File: src/rtl/fp_mul_arbiter_pkg.sv
`default_nettype none
// ============================================================================
// Module   : fp_mul_arbiter_pkg
// Brief    : Shared FP16 constants and helpers for the shared-multiplier arbiter
// Revision : 1.0 - initial release
// ============================================================================
package fp_mul_arbiter_pkg;

    localparam int          FP16_W    = 16;
    localparam logic [15:0] FP16_ONE  = 16'h3C00;
    localparam logic [15:0] FP16_TWO  = 16'h4000;
    localparam logic [15:0] FP16_ZERO = 16'h0000;

    function automatic int clog2(input int value);
        int r;
        r = 0;
        while ((1 << r) < value) begin
            r = r + 1;
        end
        return r;
    endfunction

endpackage
`default_nettype wire

File: src/rtl/fp_mul_arbiter_if.sv
`default_nettype none
// ============================================================================
// Module   : fp_mul_arbiter_if
// Brief    : Request (valid/ready, packed FP16 operands) and tagged response bus
// Revision : 1.0 - initial release
// ============================================================================
interface fp_mul_arbiter_if
    import fp_mul_arbiter_pkg::*;
#(
    parameter int N_REQ = 4
) ();

    localparam int ID_W = clog2(N_REQ);

    logic [N_REQ-1:0]        req_valid;
    logic [N_REQ-1:0]        req_ready;
    logic [N_REQ*FP16_W-1:0] req_a;
    logic [N_REQ*FP16_W-1:0] req_b;
    logic                    rsp_valid;
    logic                    rsp_ready;
    logic [FP16_W-1:0]       rsp_data;
    logic [ID_W-1:0]         rsp_id;

    modport master (
        output req_valid, req_a, req_b, rsp_ready,
        input  req_ready, rsp_valid, rsp_data, rsp_id
    );

    modport slave (
        input  req_valid, req_a, req_b, rsp_ready,
        output req_ready, rsp_valid, rsp_data, rsp_id
    );

endinterface
`default_nettype wire

File: src/rtl/fp_res_fifo.sv
`default_nettype none
// ============================================================================
// Module   : fp_res_fifo
// Brief    : Synchronous FIFO with occupancy count; push+pop legal at full/empty
// Revision : 1.0 - initial release
// ============================================================================
module fp_res_fifo
    import fp_mul_arbiter_pkg::*;
#(
    parameter int WIDTH = 16,
    parameter int DEPTH = 4
) (
    input  logic                         clk,
    input  logic                         rst_n,
    input  logic                         push,
    input  logic [WIDTH-1:0]             push_data,
    input  logic                         pop,
    output logic [WIDTH-1:0]             head_data,
    output logic [clog2(DEPTH+1)-1:0]    count,
    output logic                         full,
    output logic                         empty
);

    localparam int AW = clog2(DEPTH);
    localparam int CW = clog2(DEPTH + 1);

    logic [WIDTH-1:0] r_mem [DEPTH];
    logic [AW-1:0]    r_wr_ptr;
    logic [AW-1:0]    r_rd_ptr;
    logic [CW-1:0]    r_count;
    logic             w_do_push;
    logic             w_do_pop;

    assign full      = (r_count == CW'(DEPTH));
    assign empty     = (r_count == '0);
    assign count     = r_count;
    assign w_do_pop  = pop & ~empty;
    // A push at full is accepted when the head leaves in the same cycle.
    assign w_do_push = push & (~full | w_do_pop);
    assign head_data = empty ? '0 : r_mem[r_rd_ptr];

    always_ff @(posedge clk) begin
        if (w_do_push) begin
            r_mem[r_wr_ptr] <= push_data;
        end
    end

    always_ff @(posedge clk or negedge rst_n) begin
        if (!rst_n) begin
            r_wr_ptr <= '0;
            r_rd_ptr <= '0;
            r_count  <= '0;
        end else begin
            if (w_do_push) begin
                r_wr_ptr <= r_wr_ptr + AW'(1);
            end
            if (w_do_pop) begin
                r_rd_ptr <= r_rd_ptr + AW'(1);
            end
            unique case ({w_do_push, w_do_pop})
                2'b10:   r_count <= r_count + CW'(1);
                2'b01:   r_count <= r_count - CW'(1);
                default: r_count <= r_count;
            endcase
        end
    end

endmodule
`default_nettype wire

File: src/rtl/fp_mul_arbiter.sv
`default_nettype none
// ============================================================================
// Module   : fp_mul_arbiter
// Brief    : Round-robin share of one pipelined FP16 multiplier, credit-guarded
//            tagged result FIFO
// Revision : 1.0 - initial release
// ============================================================================
module fp_mul_arbiter
    import fp_mul_arbiter_pkg::*;
#(
    parameter int N_REQ      = 4,
    parameter int MUL_LAT    = 1,
    parameter int FIFO_DEPTH = 4
) (
    input  logic                 clk,
    input  logic                 rst_n,
    fp_mul_arbiter_if.slave      bus,
    output logic [FP16_W-1:0]    mul_a,
    output logic [FP16_W-1:0]    mul_b,
    input  logic [FP16_W-1:0]    mul_c,
    output logic                 busy
);

    localparam int ID_W  = clog2(N_REQ);
    localparam int CNT_W = clog2(FIFO_DEPTH + 1);

    logic [ID_W-1:0]        r_rr_ptr;
    logic [MUL_LAT-1:0]     r_tag_v;
    logic [ID_W-1:0]        r_tag_id [MUL_LAT];

    logic [ID_W-1:0]        w_winner;
    logic [ID_W-1:0]        w_scan_idx;
    logic                   w_found;
    logic                   w_credit_ok;
    logic                   w_issue;
    logic [31:0]            w_inflight_cnt;
    logic [31:0]            w_occupancy;
    logic                   w_push;
    logic                   w_pop;
    logic [CNT_W-1:0]       w_fifo_cnt;
    logic                   w_fifo_full;
    logic                   w_fifo_empty;
    logic [FP16_W+ID_W-1:0] w_head;

    // Credit counts only registered occupancy; a same-cycle pop is not credited.
    always_comb begin
        w_inflight_cnt = '0;
        for (int s = 0; s < MUL_LAT; s++) begin
            w_inflight_cnt = w_inflight_cnt + 32'(r_tag_v[s]);
        end
        w_occupancy = w_inflight_cnt + 32'(w_fifo_cnt);
        w_credit_ok = (w_occupancy < 32'(FIFO_DEPTH));
    end

    always_comb begin
        w_found    = 1'b0;
        w_winner   = r_rr_ptr;
        w_scan_idx = r_rr_ptr;
        for (int k = 0; k < N_REQ; k++) begin
            w_scan_idx = r_rr_ptr + ID_W'(k);
            if (!w_found && bus.req_valid[w_scan_idx]) begin
                w_found  = 1'b1;
                w_winner = w_scan_idx;
            end
        end
    end

    // rst_n gates issue so nothing is granted while reset is held.
    assign w_issue = rst_n & w_credit_ok & w_found;

    always_comb begin
        bus.req_ready = '0;
        mul_a         = FP16_ZERO;
        mul_b         = FP16_ZERO;
        if (w_issue) begin
            bus.req_ready[w_winner] = 1'b1;
            mul_a = bus.req_a[int'(w_winner)*FP16_W +: FP16_W];
            mul_b = bus.req_b[int'(w_winner)*FP16_W +: FP16_W];
        end
    end

    always_ff @(posedge clk or negedge rst_n) begin
        if (!rst_n) begin
            r_rr_ptr <= '0;
            r_tag_v  <= '0;
            for (int s = 0; s < MUL_LAT; s++) begin
                r_tag_id[s] <= '0;
            end
        end else begin
            if (w_issue) begin
                r_rr_ptr <= w_winner + ID_W'(1);
            end
            r_tag_v[0]  <= w_issue;
            r_tag_id[0] <= w_winner;
            for (int s = 1; s < MUL_LAT; s++) begin
                r_tag_v[s]  <= r_tag_v[s-1];
                r_tag_id[s] <= r_tag_id[s-1];
            end
        end
    end

    assign w_push = r_tag_v[MUL_LAT-1];
    assign w_pop  = bus.rsp_valid & bus.rsp_ready;

    fp_res_fifo #(
        .WIDTH (FP16_W + ID_W),
        .DEPTH (FIFO_DEPTH)
    ) u_res_fifo (
        .clk       (clk),
        .rst_n     (rst_n),
        .push      (w_push),
        .push_data ({mul_c, r_tag_id[MUL_LAT-1]}),
        .pop       (w_pop),
        .head_data (w_head),
        .count     (w_fifo_cnt),
        .full      (w_fifo_full),
        .empty     (w_fifo_empty)
    );

    assign bus.rsp_valid = ~w_fifo_empty;
    assign bus.rsp_data  = w_head[ID_W +: FP16_W];
    assign bus.rsp_id    = w_head[ID_W-1:0];
    assign busy          = (w_inflight_cnt != '0) | ~w_fifo_empty;

endmodule
`default_nettype wire

File: src/flat_wrapper.sv
// flat-port wrapper written by rule: the top's interface ports become plain ports
module fp_mul_arbiter_flat import fp_mul_arbiter_pkg::*;
#(
    parameter int N_REQ      = 4,
    parameter int MUL_LAT    = 1,
    parameter int FIFO_DEPTH = 4
)
  (clk, rst_n, mul_a, mul_b, mul_c, busy, bus_req_valid, bus_req_a, bus_req_b, bus_rsp_ready, bus_req_ready, bus_rsp_valid, bus_rsp_data, bus_rsp_id);
  fp_mul_arbiter_if #(.N_REQ(N_REQ)) bus_i ();
  input  logic clk;
  input  logic rst_n;
  output logic [FP16_W-1:0] mul_a;
  output logic [FP16_W-1:0] mul_b;
  input  logic [FP16_W-1:0] mul_c;
  output logic busy;
  input wire logic [$bits(bus_i.req_valid)-1:0] bus_req_valid;
  input wire logic [$bits(bus_i.req_a)-1:0] bus_req_a;
  input wire logic [$bits(bus_i.req_b)-1:0] bus_req_b;
  input wire logic [$bits(bus_i.rsp_ready)-1:0] bus_rsp_ready;
  output wire logic [$bits(bus_i.req_ready)-1:0] bus_req_ready;
  output wire logic [$bits(bus_i.rsp_valid)-1:0] bus_rsp_valid;
  output wire logic [$bits(bus_i.rsp_data)-1:0] bus_rsp_data;
  output wire logic [$bits(bus_i.rsp_id)-1:0] bus_rsp_id;
  assign bus_i.req_valid = bus_req_valid;
  assign bus_i.req_a = bus_req_a;
  assign bus_i.req_b = bus_req_b;
  assign bus_i.rsp_ready = bus_rsp_ready;
  assign bus_req_ready = bus_i.req_ready;
  assign bus_rsp_valid = bus_i.rsp_valid;
  assign bus_rsp_data = bus_i.rsp_data;
  assign bus_rsp_id = bus_i.rsp_id;
  fp_mul_arbiter #(.N_REQ(N_REQ), .MUL_LAT(MUL_LAT), .FIFO_DEPTH(FIFO_DEPTH)) u_core (.clk(clk), .rst_n(rst_n), .bus(bus_i), .mul_a(mul_a), .mul_b(mul_b), .mul_c(mul_c), .busy(busy));
endmodule
File: config.mk
export PLATFORM = sky130hd
export DESIGN_NAME = fp_mul_arbiter_flat
export DESIGN_NICKNAME = d
export VERILOG_FILES = /design/src/rtl/fp_mul_arbiter_pkg.sv /design/src/rtl/fp_mul_arbiter_if.sv /design/src/rtl/fp_res_fifo.sv /design/src/rtl/fp_mul_arbiter.sv /design/src/flat_wrapper.sv
export SDC_FILE = /design/constraint.sdc
export NUM_CORES = 1
export LEC_CHECK = 0
export CORE_UTILIZATION = 47
export CTS_BUF_LIST = sky130_fd_sc_hd__clkbuf_4 sky130_fd_sc_hd__clkbuf_8
export DETAILED_ROUTE_END_ITERATION = 16
export PLACE_DENSITY_LB_ADDON = 0.08
export SLEW_MARGIN = 30
export SYNTH_ARGS = -nofsm -noshare
export SYNTH_HDL_FRONTEND = slang
export SYNTH_SLANG_ARGS = --single-unit
File: constraint.sdc
create_clock -name clk -period 5.2 [get_ports clk]
set_clock_uncertainty 0.15 [all_clocks]
set_input_delay 0.78 -clock clk [delete_from_list [all_inputs] [get_ports clk]]
set_output_delay 0.78 -clock clk [all_outputs]
set_load 0.01 [all_outputs]
Yosys cells after proc, flatten, opt, wreduce, memory -nomap -nowiden
Memory sizes are Yosys's and may differ from the RTL's.
Index checks and enable logic that the tools add are counted.
W data, S select, Z words.
- add/subtract/negate cells: 9
- multiply operators: 0
- divide/modulo/power cells: 0
- order comparisons: 7
- equal/unequal tests: 3
- shift operators: 2
- muxes and demuxes: 24
- bitwise operators: 9
- reduce and logical (&&, ||, !) cells: 9
- operators by type and width (kind ; count):
    $shiftx A64 B7 Y16 ; 2
    $lt A32 B3 Y1 const B ; 1
    $mux W16 ; 2
    $mux W18 ; 1
    $lt A2 B3 Y1 const B ; 5
    $mux W1 ; 11
    $add A2 B1 Y2 const B ; 4
    $bmux W1 S2 ; 4
    $mux W2 ; 3
    $pmux W3 S2 ; 1
    $and A1 B1 Y1 ; 5
    $add A1 B3 Y4 ; 1
    $add A2 B2 Y2 const B ; 2
    $logic_and A1 B1 Y1 ; 4
    $mux W4 ; 1
    $add A3 B1 Y3 const B ; 1
    $eq A3 B3 Y1 const B ; 1
    $logic_not A1 Y1 ; 3
    $logic_not A3 Y1 ; 1
    $sub A3 B1 Y3 const B ; 1
    $demux W1 S2 ; 1
    $eq A2 B1 Y1 const B ; 1
    $eq A2 B2 Y1 const B ; 1
    $ge A2 B1 Y1 const B ; 1
    other kinds (3) ; 5
- flip-flop bits (word level): 12
- latch bits: 0
- bits in writable memories: 72
- ROM bits: 0
- input port bits: 151
- output and inout port bits: 56
- logic and storage cells: 70
- memories kept: 1
- memory list (memory ; depth ; width ; rd ports ; clocked after Yosys merged registers in ; wr ports ; line ; source):
    u_core.u_res_fifo.r_mem ; 4 ; 18 ; 1 ; 0 ; 1 ; fp_res_fifo.sv:27 ; logic [WIDTH-1:0] r_mem [DEPTH];

Logic depth before layout (Yosys ltp)
Gate-level depths: netlist of run 1.
- depth in word-level cells: 17
- mapped depth: 10
- mapped depth without buffers: 9

Cells and area by module
A second synthesis of run 1 with hierarchy kept.
- cell total of the unflattened synthesis: 319
- area total of the unflattened synthesis: 4590.7 µm²
- modules (own cells, without submodules) (module ; times used ; cells an instance ; area each (µm²) ; sequential area each (µm²)):
    fp_res_fifo ; 1 ; 168 ; 3235.6 ; 2337.2
    fp_mul_arbiter ; 1 ; 151 ; 1355.0 ; 125.1

Worst setup path before layout of run 1
No wires, ideal clock.
- kind: in2out
- start: input bus_req_valid[2]
- end: output mul_a[0]
- arrival: 2.109 ns
- required time: 4.270 ns
- path slack: 2.161 ns
- stages: 6
- buffers on the path: 1
- cell sequence: inv_1 > o22ai_1 > a222oi_1 > nand2_2 > buf_6 > o22ai_2
- longest elaborated chain between the ends: 14
- elaborated cells between the ends (all ways): 24
- those cells by class: shift: 1; mux: 16; bitwise: 1; reduce/logical: 6
- ends and longest elaborated chain (item ; line ; source):
    start: declaration ; flat_wrapper.sv:16 ; input wire logic [$bits(bus_i.req_valid)-1:0] bus_req_valid;
    $bmux W1 S2 ; fp_mul_arbiter.sv:61 ; if (!w_found && bus.req_valid[w_scan_idx]) begin
    $mux W1 (not written as such) ; fp_mul_arbiter.sv:61 ;
    $mux W1 ; fp_mul_arbiter.sv:61 ;
    $logic_not A1 Y1 ; fp_mul_arbiter.sv:61 ;
    $logic_and A1 B1 Y1 ; fp_mul_arbiter.sv:61 ;
    $mux W1 ; fp_mul_arbiter.sv:61 ;
    $logic_not A1 Y1 ; fp_mul_arbiter.sv:61 ;
    $logic_and A1 B1 Y1 ; fp_mul_arbiter.sv:61 ;
    $mux W1 ; fp_mul_arbiter.sv:61 ;
    $logic_not A1 Y1 ; fp_mul_arbiter.sv:61 ;
    $logic_and A1 B1 Y1 ; fp_mul_arbiter.sv:61 ;
    $mux W2 (*) ; fp_mul_arbiter.sv:61 ;
    net u_core.w_winner[0] ; fp_mul_arbiter.sv:31 ; logic [ID_W-1:0] w_winner;
    $shiftx A64 B7 Y16 (*) ; fp_mul_arbiter.sv:77 ; mul_a = bus.req_a[int'(w_winner)*FP16_W +: FP16_W];
    $mux W16 (*) ; fp_mul_arbiter.sv:75 ; if (w_issue) begin
    end: declaration ; flat_wrapper.sv:12 ; output logic [FP16_W-1:0] mul_a;
The timed path passes the listed nets; every way through them passes the cells marked *. The select of a mux whose other input is x is not followed.

Final worst setup path of run 1
- start: input bus_req_valid[1]
- end: output mul_b[15]
- longest elaborated chain between the ends: 14
- elaborated cells between the ends (all ways): 24
- those cells by class: shift: 1; mux: 16; bitwise: 1; reduce/logical: 6
- ends and longest elaborated chain (item ; line ; source):
    $bmux W1 S2 ; fp_mul_arbiter.sv:61 ;
    $mux W1 (not written as such) ; fp_mul_arbiter.sv:61 ;
    $mux W1 ; fp_mul_arbiter.sv:61 ;
    $logic_not A1 Y1 ; fp_mul_arbiter.sv:61 ;
    $logic_and A1 B1 Y1 ; fp_mul_arbiter.sv:61 ;
    $mux W1 ; fp_mul_arbiter.sv:61 ;
    $logic_not A1 Y1 ; fp_mul_arbiter.sv:61 ;
    $logic_and A1 B1 Y1 ; fp_mul_arbiter.sv:61 ;
    $mux W1 ; fp_mul_arbiter.sv:61 ;
    $logic_not A1 Y1 ; fp_mul_arbiter.sv:61 ;
    $logic_and A1 B1 Y1 ; fp_mul_arbiter.sv:61 ;
    $mux W2 or $mux W1 (tied branches) ; fp_mul_arbiter.sv:61 ;
    $shiftx A64 B7 Y16 or $and A1 B1 Y1 (tied branches) ; fp_mul_arbiter.sv:78, fp_mul_arbiter.sv:69 ;
    $mux W16 (*) ; fp_mul_arbiter.sv:75 ;
    end: declaration ; flat_wrapper.sv:13 ; output logic [FP16_W-1:0] mul_b;
Mark *: on every way between the ends. The rest lies on a longest branch, timed or not. The select of a mux whose other input is x is not followed.

==> results of run 1 <==
[cell families after synthesis]
kind of cell / Yosys count / share of synthesized area, %
buf+inv: 35 / 5.41
mux: 83 / 22.3
xor+xnor: 5 / 0.923
compound gates: 51 / 10.9
fa+ha+maj: 9 / 2.53
flops: 84 / 51.9
simple gates: 48 / 6.04
[metal layers]
metal / routed length (microns) / vias up / share of wire, %
met3: 657 / 17 / 5.3
li1: - / 1629 / -
met4: 282 / 0 / 2.3
met5: 0 / - / 0
met1: 4640 / 1652 / 37
met2: 6800 / 133 / 55
[critical path, delay by kind of cell]
family	cells	cell delay, ns
AO/OA/AOI/OAI	1	0.10
buffers and inverters	3	1.29
AND/OR/NAND/NOR	3	1.26
[worst max-delay path by stage]
stage | startpoint | end | slack (ns) | cells past startpoint
2_1_floorplan | bus_req_valid[2] | mul_a[0] | 2.16 | 6
3_3_place_gp | bus_req_valid[1] | mul_b[15] | 0.85 | 7
3_5_place_dp | bus_req_valid[1] | mul_b[15] | 0.81 | 7
4_1_cts | bus_req_valid[1] | mul_b[15] | 0.80 | 7
5_1_grt | bus_req_valid[1] | mul_b[15] | 0.65 | 7
6_report | bus_req_valid[1] | mul_b[15] | 0.81 | 7
[through the flow]
| stage | hold slack (ns) | area (sq um) |
|---|---|---|
| after CTS | 0.367 | 7070 |
| final | 0.368 | 7080 |
| after floorplan | 0.305 | 4740 |
| after global placement | 0.316 | 6850 |
| after detailed placement | 0.335 | 6850 |
| after global routing | 0.383 | 7080 |
[sequential cells by signal (all words and copies together), names as in the netlist]
signal and cells:
u_core.r_rr_ptr 2, u_core.r_tag_id 2, u_core.u_res_fifo.r_rd_ptr 2, u_core.r_tag_v 1
u_core.u_res_fifo.r_mem 72, u_core.u_res_fifo.count 3, u_core.u_res_fifo.r_wr_ptr 2
[layout by cell type, fill, tap and decap left out, types with 3 or more instances in the layout]
cell / count
mux2i_1: 64
edfxtp_1: 72
clkbuf_8: 9
inv_1: 10
o21ai_0: 5
nand3_1: 4
o22ai_2: 30
mux4_2: 18
xnor2_1: 3
and2_1: 26
clkdlybuf4s50_1: 206
ha_1: 8
o22ai_1: 5
a21oi_1: 3
dfrtp_1: 12
buf_4: 5
nand2_1: 4
[cell usage after synthesis, types with 2 or more instances]
library cell / count / area, sq um
buf_12: 3 / 60.1
nand2b_1: 2 / 12.5
mux4_2: 18 / 405
o22ai_2: 30 / 375
xnor2_1: 3 / 26.3
mux2i_1: 64 / 641
clkbuf_1: 4 / 15.0
a21oi_1: 3 / 15.0
a31oi_1: 2 / 12.5
inv_1: 10 / 37.5
edfxtp_1: 72 / 2160
buf_2: 7 / 35.0
and2_1: 26 / 163
nor2_1: 2 / 7.51
o21ai_0: 5 / 25.0
xor2_1: 2 / 17.5
dfrtp_1: 12 / 300
nand3_1: 4 / 20.0
ha_1: 8 / 100
nand2_1: 4 / 15.0
buf_6: 7 / 78.8
o22ai_1: 5 / 31.3
[layout make-up]
class | count | share of cell area [%]
Sequential cell | 84 | 34.8
Multi-Input combinational cell | 196 | 28.8
Inverter | 11 | 0.583
Timing Repair Buffer | 214 | 30.4
Clock inverter | 5 | 1.20
Clock buffer | 11 | 1.96
Tap cell | 133 | 2.35
[power by group]
part	total [mW]	internal, mW	switching (mW)
clock network	0.509	0.284	0.225
logic	1.74	0.975	0.769
registers	1.00	0.882	0.118
==> metrics, run 1 <==
Hold Crit Class reg2reg; max_slew headroom 38.1%; setup violators final 0; ant diodes 0; M3 GR Usage 4.99%; number of flops mapped to enable cells by yosys 72; Filler Cells Inserted 696; # DRC 0; pre-CTS WS 0.810 ns; Syn Area/Cell 15.1 sq um; Static Leak 2.61 nW; Post-synth ARST share 14.3%; Layout Cells excl Fill 654; Achievable Freq 228 MHz; worst endpoint required time 4.27 ns; port bufs 206; Worst path slowest cell or4_1; Final Total Pwr 3.25 mW; Die X 102 microns; met1 GRT Util 27.0%; # H-tree levels 3; TritonCTS clock tree yes; sequential area share after synthesis 51.9%; Min-Delay Endpoint u_core.u_res_fifo.r_mem[1][1]; Final Cycle Share 84.4%; CTS max path bufs 2; RSZ-0062 raised after global routing false; area of the multi-input gates 2040 sq um; DRT Wirelength 12,400 microns; final count of hold timing violations 0; depth of the most critical reg-to-reg path 7; cell row count 36; final slew viol count 0; first-pass GRT wire length 18,000 microns; Top FF cell, synth edfxtp_1; GRT Residual Overflow 0; die height 102 microns; reg2reg start u_core.u_res_fifo.count[1]; ratio of cells with drive above 1 in the final layout 15.2%; GRT Util Overall 23.5%; setup TNS 0 ns; cell chosen for the clock root clkbuf_8; Critical Path Sink Type primary output; Register Area 2460 sq um; reg2reg setup slack 2.47 ns; Crit path largest cell delay 0.53 ns; placed insts 637; run status completed; worst hold path depth 0; pin count of the biggest net entering global routing 69; Critical Path AT 3.46 ns; GR peak layer met2; Setup Crit Path Kind in2out; HP Start u_core.r_tag_id[1]; Slew @ Worst Pin 0.928 ns; cell count after synthesis 315; PwrDens 459 nW/um^2; Crit path top cell by count clkdlybuf4s50_1; clock net sink count 84; worst reg2reg endpoint u_core.u_res_fifo.count[1]; initial core utilization 48.5%; die area 10,500 sq um; Syn-to-layout area delta 49.3%; via count 3,431; synth unique cells 44; synthesized cell area 4740 sq um; startpoint class of the critical path input pin; total CTS buffers 9; vias in the first global route 3,451; Tmin final 4.39 ns; Finished Core Util 72.5%; CP cell instances clkdlybuf4s50_1, or4_1, and4_1, nand2b_2, buf_4, o22ai_1, clkdlybuf4s50_1; maxcap violations 0; IO Count 207; met2 usage in global routing 42.4%; post-DP HPWL 9450 microns; postcts setup bufs 0; final-stage net count 676; Max VDD drop 285 uV; Post-CTS Hold Fix Bufs 0; DRT iter0 DRCs 168; Yosys reg bits 84; post-CTS sizing 0; initial antenna violation count 0; Syn Nets 475; setup ws final 0.810 ns; warnings from Yosys 0; Final Wtd Congestion 0.801; Core Box Area 9770 sq um; DR WL/cell 18.9 microns; worst-path fanout max 16; ANT nets after route 0; Clock Latency Late Sink 0.34 ns; Initial DRT Pass Iterations 4; Worst-path clk slew 0.07 ns; routed vias/inst 5.25
Power figures use the tool's default switching activity.
==> run 2: changes to the inputs <==
Settings changed: CORE_UTILIZATION 47 to 44.
Clock period 5.2 ns to 4.58 ns, I/O delays scaled along.
==> metrics, run 2 (synthesis results as in run 1) <==
run status completed (unchanged); final count of hold timing violations 0 (unchanged); DRT iter0 DRCs 202 (was 168); TritonCTS clock tree yes (unchanged); Crit path top cell by count clkdlybuf4s50_1 (unchanged); Worst-path clk slew 0.07 ns (about the same); ANT nets after route 0 (unchanged); Layout Cells excl Fill 659 (was 654); pre-CTS WS 0.471 ns (was 0.810 ns); total CTS buffers 9 (unchanged); Final Total Pwr 3.60 mW (was 3.25 mW); DRT Wirelength 12,000 microns (was 12,400 microns); pin count of the biggest net entering global routing 33 (was 69); die area 11,200 sq um (was 10,500 sq um); DR WL/cell 18.2 microns (was 18.9 microns); setup violators final 0 (unchanged); Slew @ Worst Pin 0.944 ns (was 0.928 ns); max_slew headroom 37.1% (was 38.1%); ratio of cells with drive above 1 in the final layout 15.9% (was 15.2%); initial core utilization 45.8% (was 48.5%); clock net sink count 84 (unchanged); PwrDens 508 nW/um^2 (was 459 nW/um^2); CP cell instances clkdlybuf4s50_1, nor3b_1, a31oi_1, a2bb2oi_4, buf_12, mux2i_1, o22ai_2, clkdlybuf4s50_1 (was clkdlybuf4s50_1, or4_1, and4_1, nand2b_2, buf_4, o22ai_1, clkdlybuf4s50_1); setup TNS 0 ns (unchanged); Crit path largest cell delay 0.54 ns (was 0.53 ns); WL met2 6490 microns (was 6800 microns); RSZ-0062 raised after global routing false (unchanged); port bufs 206 (unchanged); Syn-to-layout area delta 49.2% (was 49.3%); setup ws final 0.506 ns (was 0.810 ns); worst-path fanout max 25 (was 16); Tmin final 4.07 ns; Static Leak 2.61 nW (about the same); final-stage net count 678 (was 676); Final Cycle Share 88.9%; placed insts 643 (was 637); Critical Path AT 3.24 ns (was 3.46 ns); Final Wtd Congestion 0.793 (was 0.801); Max VDD drop 337 uV (was 285 uV); initial antenna violation count 0 (unchanged); Finished Core Util 68.3% (was 72.5%); Achievable Freq 245 MHz; max reg flops 72 (unchanged); Register Area 2460 sq um (unchanged); cell row count 37 (was 36); via count 3,387 (was 3,431); final slew viol count 0 (unchanged); routed vias/inst 5.14 (was 5.25); Worst path slowest cell clkdlybuf4s50_1 (was or4_1); Post-CTS Hold Fix Bufs 0 (unchanged); final design area excluding fillers 7080 sq um (about the same); post-DP HPWL 9220 microns (was 9450 microns); Core Box Area 10,400 sq um (was 9770 sq um); Clock Latency Late Sink 0.34 ns (about the same); Setup Crit Path Kind in2out (unchanged); Critical Path Sink Type primary output (unchanged); maxcap violations 0 (unchanged); CTS max path bufs 2 (unchanged); Fin Hold WS 0.344 ns (was 0.368 ns); vias in the first global route 3,557 (was 3,451); CP top delay family buffers and inverters (unchanged); die height 106 microns (was 102 microns); # H-tree levels 3 (unchanged); Die X 106 microns (was 102 microns); top routing layer in use met4 (unchanged); startpoint class of the critical path input pin (unchanged); first-pass GRT wire length 18,100 microns (was 18,000 microns); Hold Crit Class reg2reg (unchanged); area of the multi-input gates 2050 sq um (was 2040 sq um); postcts setup bufs 0 (unchanged); Filler Cells Inserted 783 (was 696); crit path buf inv count 3 (unchanged); worst endpoint required time 3.74 ns (was 4.27 ns); post-place instance area 6900 sq um (was 6850 sq um); cell chosen for the clock root clkbuf_8 (unchanged); ant diodes 0 (unchanged); commonest non-fill, non-tap cell in the layout clkdlybuf4s50_1 (unchanged); WL met3 821 microns (was 657 microns); # DRC 0 (unchanged); GRT Util Overall 21.8% (was 23.5%); Initial DRT Pass Iterations 4 (unchanged); GRT Residual Overflow 0 (unchanged); metal1 wirelength 4400 microns (was 4640 microns); most frequent cells in the layout 206 x clkdlybuf4s50_1, 72 x edfxtp_1, 64 x mux2i_1 (unchanged); Top reg by flops u_core.u_res_fifo.r_mem (unchanged); IO Count 207 (unchanged); post-CTS sizing 0 (unchanged)
run 2: changes by cell type in the layout (fill, tap and decap cells not counted), sizes merged:
cell	delta
buf	+2
inv	-1
clkinvlp	+2
bufinv	-2
clkbuf	+1
run 2: area by class of cell:
cell class              instances  area share, %
flip-flops and latches         84           34.8
well taps                     136           2.40
inverters                      11          0.583
clock buffers                  12           2.07
clock inverters                 4          0.389
repair buffers                216           30.9
multi-input cells             196           28.9
run 2: final timing paths:
kind                                            start                            end  slack (ns)  depth (start not counted)
min in group asynchronous                       rst_n             u_core.r_rr_ptr[0]        0.53                          2
max reg2reg                u_core.u_res_fifo.count[0]     u_core.u_res_fifo.count[1]        2.16                          7
min reg2reg                        u_core.r_tag_id[1]  u_core.u_res_fifo.r_mem[1][1]        0.34                          0
min                                u_core.r_tag_id[1]  u_core.u_res_fifo.r_mem[1][1]        0.34                          0
max in group asynchronous                       rst_n             u_core.r_tag_id[1]        3.59                          2
max                                  bus_req_valid[2]                       mul_b[6]        0.51                          8
run 2: worst reg2reg max path, stage by stage, from the launching register on:
cell and delay, ns:
dfrtp_1 0.42, inv_1 0.16, nand3_2 0.42, nand2_1 0.21
fa_1 0.46, nor3_1 0.21, o21ai_0 0.11, a22oi_1 0.19
run 2: metal layers:
| metal | track usage (%) | up-vias |
|---|---|---|
| met5 | 0 | - |
| met2 | 39.6 | 131 |
| li1 | - | 1628 |
| met1 | 24.2 | 1608 |
| met4 | 7.94 | 0 |
| met3 | 6.25 | 20 |
run 2: power breakdown:
part	switching (mW)	internal, mW
clock network	0.240	0.214
registers	0.126	1.00
logic	0.879	1.14
total	1.25	2.35
